===== src/rtl/logic_op_arbiter.sv =====
// logic_op_arbiter
// Shares one bitwise logic unit among N_REQ requesters. A rotating-priority
// arbiter grants at most one request per cycle, and the granted operation's
// result is captured in a single output register. That register is held
// until downstream accepts it. Retire and refill can happen on the same edge,
// so a continuously draining consumer sees one result per cycle.

module logic_op_arbiter #(
   parameter int N_REQ = 4,
   parameter int WIDTH = 8,
   parameter int ID_W  = $clog2(N_REQ)
) (
   input  logic                   clk,
   input  logic                   rst,
   input  logic [N_REQ-1:0]       req_valid,
   input  logic [3*N_REQ-1:0]     req_op,
   input  logic [WIDTH*N_REQ-1:0] req_a,
   input  logic [WIDTH*N_REQ-1:0] req_b,
   output logic [N_REQ-1:0]       req_ready,
   output logic                   resp_valid,
   input  logic                   resp_ready,
   output logic [WIDTH-1:0]       resp_data,
   output logic [ID_W-1:0]        resp_id,
   output logic                   resp_err
);

   // Opcode encoding of the shared logic unit; 6 and 7 are illegal.
   typedef enum logic [2:0] {
      OP_AND  = 3'd0,
      OP_OR   = 3'd1,
      OP_NOTA = 3'd2,
      OP_XOR  = 3'd3,
      OP_XNOR = 3'd4,
      OP_NAND = 3'd5
   } op_e;

   // EMPTY: result register holds nothing. FULL: result waits for downstream.
   typedef enum logic {
      S_EMPTY = 1'b0,
      S_FULL  = 1'b1
   } state_e;

   state_e            state_q;
   logic [ID_W-1:0]   prio_q;
   logic [WIDTH-1:0]  resp_data_q;
   logic [ID_W-1:0]   resp_id_q;
   logic              resp_err_q;

   logic [WIDTH-1:0]  resp_data_d;
   logic              resp_err_d;
   logic [ID_W-1:0]   prio_d;

   logic              slot_free;
   logic              grant;
   logic              grant_vld;
   logic [ID_W-1:0]   grant_idx;
   int                cand;

   logic [2:0]        sel_op;
   logic [WIDTH-1:0]  sel_a;
   logic [WIDTH-1:0]  sel_b;

   // The result slot can take a new entry if it is empty or being drained now.
   assign slot_free = (state_q == S_EMPTY) || resp_ready;

   // Rotating-priority search: first valid requester at or after prio_q.
   always_comb begin
      // NOTE: every combinational output gets a default before any branch,
      // otherwise a path that skips the assignment infers a latch.
      grant_vld = 1'b0;
      grant_idx = '0;
      cand      = 0;
      for (int k = 0; k < N_REQ; k++) begin
         cand = int'(prio_q) + k;
         if (cand >= N_REQ) begin
            cand = cand - N_REQ;
         end
         if (!grant_vld && req_valid[cand[ID_W-1:0]]) begin
            grant_vld = 1'b1;
            grant_idx = cand[ID_W-1:0];
         end
      end
   end

   // A grant happens only when there is a request, a free slot and no reset.
   assign grant     = grant_vld && slot_free && !rst;
   assign req_ready = grant ? (N_REQ'(1) << grant_idx) : '0;

   // Route the granted requester's opcode and operands to the logic unit.
   always_comb begin
      sel_op = '0;
      sel_a  = '0;
      sel_b  = '0;
      for (int i = 0; i < N_REQ; i++) begin
         if (grant_idx == ID_W'(i)) begin
            sel_op = req_op[3*i +: 3];
            sel_a  = req_a[WIDTH*i +: WIDTH];
            sel_b  = req_b[WIDTH*i +: WIDTH];
         end
      end
   end

   // Shared bitwise logic unit; illegal opcodes yield zero with an error flag.
   always_comb begin
      resp_data_d = '0;
      resp_err_d  = 1'b0;
      case (sel_op)
         OP_AND:  resp_data_d = sel_a & sel_b;
         OP_OR:   resp_data_d = sel_a | sel_b;
         OP_NOTA: resp_data_d = ~sel_a;
         OP_XOR:  resp_data_d = sel_a ^ sel_b;
         OP_XNOR: resp_data_d = ~(sel_a ^ sel_b);
         OP_NAND: resp_data_d = ~(sel_a & sel_b);
         default: begin
            resp_data_d = '0;
            resp_err_d  = 1'b1;
         end
      endcase
   end

   // Priority moves to the requester just after the one granted, wrapping.
   always_comb begin
      if (grant_idx == ID_W'(N_REQ - 1)) begin
         prio_d = '0;
      end else begin
         prio_d = grant_idx + 1'b1;
      end
   end

   // Result-register FSM: load on grant, retire on accept, freeze otherwise.
   always_ff @(posedge clk) begin
      // NOTE: sequential state uses non-blocking assignments so every
      // register samples pre-edge values regardless of statement order.
      if (rst) begin
         // NOTE: the payload registers are reset too, because the outputs are
         // required to read all-zero straight after reset, not just invalid.
         state_q     <= S_EMPTY;
         prio_q      <= '0;
         resp_data_q <= '0;
         resp_id_q   <= '0;
         resp_err_q  <= 1'b0;
      end else begin
         if (grant) begin
            resp_data_q <= resp_data_d;
            resp_id_q   <= grant_idx;
            resp_err_q  <= resp_err_d;
            prio_q      <= prio_d;
         end
         case (state_q)
            S_EMPTY: begin
               if (grant) begin
                  state_q <= S_FULL;
               end
            end
            S_FULL: begin
               if (!grant && resp_ready) begin
                  state_q <= S_EMPTY;
               end
            end
            default: state_q <= S_EMPTY;
         endcase
      end
   end

   assign resp_valid = (state_q == S_FULL);
   assign resp_data  = resp_data_q;
   assign resp_id    = resp_id_q;
   assign resp_err   = resp_err_q;

endmodule


===== config.mk =====
export PLATFORM = sky130hd
export DESIGN_NAME = logic_op_arbiter
export DESIGN_NICKNAME = d
export VERILOG_FILES = /design/src/rtl/logic_op_arbiter.sv
export SDC_FILE = /design/constraint.sdc
export NUM_CORES = 1
export LEC_CHECK = 0
export CAP_MARGIN = 20
export CORE_UTILIZATION = 41
export CTS_BUF_LIST = sky130_fd_sc_hd__clkbuf_16
export DETAILED_ROUTE_END_ITERATION = 8
export GPL_TIMING_DRIVEN = 0
export PLACE_DENSITY = 0.81
export SYNTH_ARGS = -nofsm -noshare
export SYNTH_HDL_FRONTEND = slang
export SYNTH_SLANG_ARGS = --single-unit

===== constraint.sdc =====
create_clock -name clk -period 5.6 [get_ports clk]
set_input_delay 1.4 -clock clk [delete_from_list [all_inputs] [get_ports clk]]
set_output_delay 1.4 -clock clk [all_outputs]
set_load 0.05 [all_outputs]

# Word level (Yosys, flattened, before mapping)
# Cells that the tools add are included.
[classes] n_addsub=8 n_lt_le_gt_ge=8 eq_ne=8 shifts=1 mux=39 n_bitwise=7 reduce_logical=15
[ops] cell="8-bit 2-to-1 mux" count=8
[ops] cell="8-bit one-hot mux with 6 select lines" count=1
[ops] cell="8-bit inverter" count=3
[ops] cell="2-bit 2-to-1 mux" count=9
[ops] cell="2-bit by 3-bit < comparator with 1-bit output (second input constant)" count=4
[ops] cell="3-bit 2-to-1 mux" count=4
[ops] cell="1-bit 2-to-1 mux" count=11
[ops] cell="3-bit greater-or-equal comparator (second input constant)" count=3
[ops] cell="8-bit bitwise AND" count=1
[ops] cell="1-bit binary-select mux with 2-bit select" count=4
[ops] cell="8-bit OR" count=1
[ops] cell="2-bit by 1-bit subtractor with 2-bit output (second input constant)" count=4
[ops] cell="8-bit XOR" count=1
[ops] cell="2-bit by 2-bit adder with 3-bit output (second input constant)" count=2
[ops] cell="3-bit by 2-bit == test with 1-bit output (second input constant)" count=2
[ops] cell="3-bit == test (second input constant)" count=2
[ops] cell="1-bit logical AND" count=6
[ops] cell="6-bit OR reduction" count=1
[ops] cell="1-bit logical NOT" count=5
[ops] cell="2-bit == test (second input constant)" count=2
[ops] cell="4-bit 2-to-1 mux" count=1
[ops] cell="1-bit by 2-bit left shift with 4-bit output (first input constant)" count=1
[ops] cell="2-bit by 1-bit adder with 3-bit output (second input constant)" count=1
[ops] cell="3-bit by 1-bit == test with 1-bit output (second input constant)" count=1
[ops] cell="8 further kinds" count=8
[word_totals] regBits=14 in_bits=83 out_inout_bits=16 elab_cells=91

# Longest topological paths before layout
# Gate-level depths: netlist (run 1).
[logic_depth] depth_word=22 mapped_depth=19 mapped_depth_nobuf=18

# Least setup slack after synthesis (run 1)
# No wires, ideal clock.
[synth_timing] path_type="input to output" startpoint="in req_valid[0]" endpoint="out req_ready[2]" arrival_time_ps=3283 required_time_ps=4200 path_slack_ps=917 cell_stages=8 path_buffers=3 cell_sequence="nor4_1 -> nor4_1 -> inv_1 -> ha_1 -> buf_2 -> buf_2 -> buf_1 -> and2_1"
[synth_between] elab_cells_between_ends=26 cone_classes="shift: 1; mux: 17; reduce/logical: 8"
[synth_lines] item="start: declaration" line="15" source="input logic [N_REQ-1:0] req_valid,"
[synth_lines] item="1-bit binary-select mux with 2-bit select" line="78" source="if (!grant_vld && req_valid[cand[ID_W-1:0]]) begin"
[synth_lines] item="1-bit 2-to-1 mux (implied by the code)" line="78"
[synth_lines] item="1-bit 2-to-1 mux" line="78"
[synth_lines] item="1-bit logical NOT" line="78"
[synth_lines] item="1-bit logical AND" line="78"
[synth_lines] item="1-bit 2-to-1 mux" line="78"
[synth_lines] item="1-bit logical NOT" line="78"
[synth_lines] item="1-bit logical AND" line="78"
[synth_lines] item="1-bit 2-to-1 mux" line="78"
[synth_lines] item="1-bit logical NOT" line="78"
[synth_lines] item="1-bit logical AND" line="78"
[synth_lines] item="2-bit 2-to-1 mux (*)" line="78"
[synth_lines] item="via grant_idx[0]" line="56" source="logic [ID_W-1:0] grant_idx;"
[synth_lines] item="1-bit by 2-bit left shift with 4-bit output (*)" line="87" source="assign req_ready = grant ? (N_REQ'(1) << grant_idx) : '0;"
[synth_lines] item="4-bit 2-to-1 mux (*)" line="87"
[synth_lines] item="end: declaration" line="19" source="output logic [N_REQ-1:0] req_ready,"
# The timed path passes the listed nets; every way through them passes the cells marked *. The select of a mux whose other input is x is not followed.

# Worst setup path in the final report (run 1)
[layout_timing] startpoint="in req_valid[3]" endpoint="out req_ready[0]"
# The elaborated chain is that of the path after synthesis.

==> metrics.txt, run 1 <==
Comb power frac=0.741; post-layout util=0.6710; cts hold-fix bufs=0; Routed WL per cell=14.30 um; I/O pins=99; max_slew headroom=0.5283; syn nets=394; TritonRoute pass-1 iters=4; Synth top cells by count=46 x a21oi_1, 32 x nand2_1, 27 x inv_1, 27 x nor2_1, 20 x ha_1; fillcell total=408; sequential area share after synthesis=0.1395; multi-input combinational cell area=0.001568 mm2; Pwr per Cell Area=338.2 mW/mm2; area grow syn2layout=57.72%; gpl congestion=0.7830; Cells after Synth=291; residual DRC count=0; Starting Density=0.4254; setup TNS=0 ps; Critical Path Max Stage Delay=690 ps; Final Worst Setup Slack=169.4 ps; Worst EP required=4200 ps; CTS tree=built; placed instance area=0.003064 mm2; Sw Share=0.4844; all-layer global routing usage=0.2465; status=finished clean; Die W=72.01 um; Seq pwr share=0.138; Non-Filler Instances=458; overall die area=0.005185 mm2; Routed Antenna Nets=0; CTS H-tree lvls=1; GRT overflow=0; layout cells sized above 1=0.07161; worst vdd ir=342.2 uV; Final Total Pwr=1.072 mW; Clock transition at path regs=40 ps; delay-heaviest family, CP=buffers and inverters; Inserted Clock Buffers=3; max_cap viols=0; Most used DFF post-synth=dfxtp_1; sw power=0.5192 mW; first-pass GRT wire length=10.38 mm; 1st-iter DRT viols=124; clock share of power=0.121; worst slack, placed=-555.6 ps; Final Critical Period=5431 ps; nets=495; Via density=5.148; post-CTS setup buffer count=0; Crit Path Max Fanout=10; Setup crit end kind=output port; Slew @ Worst Pin=704.9 ps; syn avg cell area=6.905 um2; worst-path cell chain=clkdlybuf4s50_1 > inv_1 > and3_1 > nor4_4 > inv_1 > ha_1 > buf_2 > and2_1 > clkdlybuf4s50_1; FF/Latch Area=280.3 um2; fmax=184.1 MHz; worst skew pair latency=240 ps; hold slack=457.8 ps; Final Hold Fails=0; clock sink count=14; Internal=0.5526 mW; most frequent cell after synthesis=a21oi_1; Critical Path AT=4030 ps; number of flops mapped to enable cells by yosys=0; initial antenna violation count=0; largest net degree at the start of global routing=11; Die Height=72.01 um; Synth cell types=49; Yosys reg bits=14; crit start category=input port; Final Skew=3.740 ps; post-DP HPWL=5.243 mm; post-synthesis cell type with the largest combined area=dfxtp_1; post-synth top area share=0.1395; Crit Path Class=in2out; PortBufs=97; n_diodes=0; fin crit share=0.9698; Placed Cells=455; min-delay worst type=reg2reg; Setup-failing EPs final=0; row count=25; routed vias=2358; Mapped Area=0.002009 mm2; P_leak=1.378 nW; Slew Viols, Final=0; CTS Root Cell=clkbuf_16; post-route cell area=0.003169 mm2; slowest CP cell=clkdlybuf4s50_1; Bufs on Longest Clock Path=2; core box area=0.004723 mm2; vias in the first global route=2182; ys async rst share=0; worst path buffer plus inverter count=5; Ys Warns=0; top cells by area, synth=dfxtp_1 14%, ha_1 12%, a21oi_1 11%; Detailed Route WL=6.550 mm
power by group through the flow:
stage / combinational [mW] / sequential, mW / clock, mW
2_1_floorplan: 0.463 / 0.242 / 0
3_3_place_gp: 0.765 / 0.148 / 0
3_5_place_dp: 0.782 / 0.148 / 0
4_1_cts: 0.788 / 0.148 / 0.133
5_1_grt: 0.870 / 0.151 / 0.141
6_report: 0.795 / 0.147 / 0.130
flip-flops by register name (all words and copies together) (netlist names):
signal,cells
resp_err,1
resp_id,2
prio_q,2
resp_data,8
resp_valid,1
cells in the final DEF (no fill, tap or decap), drive strengths merged, types with 2 or more instances in the layout:
master / instances
a211oi: 6
a21o: 9
a21oi: 46
a221o: 2
a221oi: 2
a22oi: 13
and2: 5
buf: 11
clkbuf: 10
clkdlybuf4s50: 95
dfxtp: 14
ha: 20
inv: 27
mux2: 5
mux2i: 7
nand2: 33
nand2b: 3
nand3b: 4
nor2: 28
nor3: 5
nor4: 2
o211ai: 5
o21ai: 12
o221ai: 3
o22a: 2
o22ai: 3
o2bb2ai: 3
o31ai: 2
final cells by class:
| class | instances | share of cell area |
|---|---|---|
| clock inverters | 1 | 0.001184 |
| multi-input cells | 232 | 0.4947 |
| plain buffers | 17 | 0.02842 |
| well taps | 67 | 0.02645 |
| clock buffers | 3 | 0.02369 |
| inverters | 27 | 0.03198 |
| repair buffers | 97 | 0.3052 |
| flip-flops and latches | 14 | 0.08843 |
timing repair:
action | 4_1_cts | 5_1_grt
cloned | 0 | 0
resized for setup | 7 | 5
setup endpoints to repair | 2 | 2
worst reg2reg max path: cells and delay by family, from the launching register on:
kind / cells / cell delay, ps
adder cells (fa/ha/maj): 2 / 610
AND/OR/NAND/NOR: 5 / 980
AO/OA/AOI/OAI: 6 / 730
flip-flops: 1 / 420
multiplexers: 1 / 230
buffers and inverters: 2 / 580
worst paths after layout:
check	endpoint	cells past startpoint	slack, ps	start
setup reg to reg	resp_data[4]	16	1900	prio_q[1]
hold / removal	resp_id[1]	2	460	resp_id[1]
hold reg to reg	resp_id[1]	2	460	resp_id[1]
setup / recovery	req_ready[0]	9	170	req_valid[3]
layer usage:
metal	share of wire	GRT usage	up-vias	routed length, um
met4	0.0073	0.05882	0	48
met5	0	0	-	0
li1	-	-	1246	-
met2	0.47	0.4151	62	3070
met1	0.48	0.3361	1046	3126
met3	0.046	0.02917	4	304
logic make-up after synthesis:
family,synth area share
compound gates,0.3780
simple gates,0.1980
buf+inv,0.09713
fa+ha+maj,0.1245
flops,0.1395
mux,0.06289
(Power assumes the default switching activity.)
==> inputs of run 2 (changes only) <==
--- a/config.mk
+++ b/config.mk
@@ -11,6 +11,7 @@
 export DETAILED_ROUTE_END_ITERATION = 8
 export GPL_TIMING_DRIVEN = 0
 export PLACE_DENSITY = 0.81
+export SKIP_LAST_GASP = 1
 export SYNTH_ARGS = -nofsm -noshare
 export SYNTH_HDL_FRONTEND = slang
 export SYNTH_SLANG_ARGS = --single-unit
==> constraint.sdc (replaced) <==
create_clock -name clk -period 5.6 [get_ports clk]
set_input_delay 1.12 -clock clk [delete_from_list [all_inputs] [get_ports clk]]
set_output_delay 1.12 -clock clk [all_outputs]
set_load 0.05 [all_outputs]
==> run 2 against run 1 <==
Effect of this change:
- combinational power about the same
- maximum frequency up 1.1%
- sequential share of layout area increased by 0.067 points
- global-route usage shrank 0.088 points
- count of clock-buffer cells in the layout stayed put
- power fell by 0.18%
- worst hold slack about the same
- first-iteration DRC count decreased by 9.7%
- sequential power is essentially flat
- die area is the same
- critical path depth unchanged
- critical path type unchanged
==> metrics.txt, run 2 (synthesized netlist as in run 1, its figures left out) <==
status=finished clean; Setup-failing EPs final=0; layout cells sized above 1=0.06138; max reg flops=8; Final Hold Fails=0; TritonRoute pass-1 iters=4; Die W=72.01 um; max_slew headroom=0.5299; worst skew pair latency=240 ps; Final Critical Period=5370 ps; 1st-iter DRT viols=112; Inserted Clock Buffers=3; area grow syn2layout=56.54%; Starting Density=0.4254; Slew Viols, Final=0; fmax=186.2 MHz; clock sink count=14; all-layer global routing usage=0.2456; worst vdd ir=345.9 uV; CTS H-tree lvls=1; most common cell after layout, fill and taps aside=clkdlybuf4s50_1; CTS tree=built; routed vias=2401; Pwr per Cell Area=340.1 mW/mm2; Slew @ Worst Pin=702.6 ps; post-layout util=0.6660; post-DP HPWL=5.243 mm; Routed WL per cell=14.20 um; first-pass GRT wire length=10.34 mm; residual DRC count=0; placed instance area=0.003064 mm2; Via density=5.242; fin crit share=0.9590; Routed Antenna Nets=0; worst-path cell chain=clkdlybuf4s50_1 > nor4_1 > nor4_2 > inv_1 > ha_1 > buf_2 > buf_2 > and2_1 > clkdlybuf4s50_1; setup TNS=0 ps; PortBufs=97; initial antenna violation count=0; Final Skew=4.158 ps; Worst EP required=4480 ps; min-delay worst type=reg2reg; P_leak=1.372 nW; crit start category=input port; core box area=0.004723 mm2; max_cap viols=0; cts hold-fix bufs=0; most frequent cells in the layout=97 x clkdlybuf4s50_1, 46 x a21oi_1, 32 x nand2_1, 27 x inv_1, 27 x nor2_1; CTS Root Cell=clkbuf_16; Critical Path AT=4250 ps; GRT overflow=0; Critical Path Max Stage Delay=790 ps; RSZ-0062 raised after global routing=false; row count=25; Detailed Route WL=6.505 mm; largest net degree at the start of global routing=11; overall die area=0.005185 mm2; Die Height=72.01 um; Clock transition at path regs=40 ps; Setup crit end kind=output port; HP Start=resp_id[1]; nets=495; Crit Path Max Fanout=19; I/O pins=99; fillcell total=417; gpl congestion=0.7830; CP startpoint=req_valid[0]; slowest CP cell=clkdlybuf4s50_1; Bufs on Longest Clock Path=2; vias in the first global route=2177; RR Startpoint=prio_q[1]; post-route cell area=0.003146 mm2; Crit Path Class=in2out; n_diodes=0
==> run 2: per-stage QoR <==
step | power (mW) | setup slack [ps] | std cells | hold slack (ps)
floorplan | 0.7045 | 1477 | 291 | 495.1
global placement | 0.9136 | 78.60 | 455 | 443.9
detailed placement | 0.9305 | 4.438 | 455 | 445.2
CTS | 1.068 | 5.947 | 459 | 458.6
global route | 1.159 | 0.8584 | 458 | 488.6
finish | 1.070 | 229.7 | 458 | 457.8
==> run 2: cell type report <==
| class | count | area, um2 | share of cell area |
|---|---|---|---|
| plain buffers | 17 | 90.09 | 0.02864 |
| clock buffers | 3 | 75.07 | 0.02387 |
| clock inverters | 1 | 3.754 | 0.001193 |
| inverters | 27 | 101.3 | 0.03222 |
| multi-input cells | 232 | 1540 | 0.4897 |
| flip-flops and latches | 14 | 280.3 | 0.08910 |
| well taps | 67 | 83.83 | 0.02665 |
| repair buffers | 97 | 970.9 | 0.3087 |
==> run 2: critical path, delay by kind of cell <==
kind / cells / cell delay [ps]
and+or+nand+nor: 3 / 890
buffers and inverters: 5 / 2000
adders and majority gates: 1 / 230
==> run 2: timing repair <==
item,in CTS,in global routing
endpoints found under the setup margin,0,2
setup buffers,0,0
resized for setup,0,1
hold endpoints to repair,0,0
==> run 2: per-layer routing <==
layer	wire [um]	share of wire	GRT usage	vias up
met5	0	0	0	-
met4	55	0.0085	0.05882	0
met3	311	0.048	0.02917	6
met2	3046	0.47	0.4140	81
met1	3091	0.48	0.3345	1066
li1	-	-	-	1248
==> run 2: power breakdown <==
group / internal (mW) / total (mW) / switching, mW
logic: 0.328 / 0.792 / 0.464
registers: 0.130 / 0.148 / 0.0173
clock network: 0.0939 / 0.130 / 0.0365
==> run 2: path summary, 6_finish.rpt <==
path,endpoint,slack (ps),cells past startpoint
setup / recovery,req_ready[2],230,9
hold / removal,resp_id[1],460,2
setup reg to reg,resp_data[4],1820,16
hold reg to reg,resp_id[1],460,2
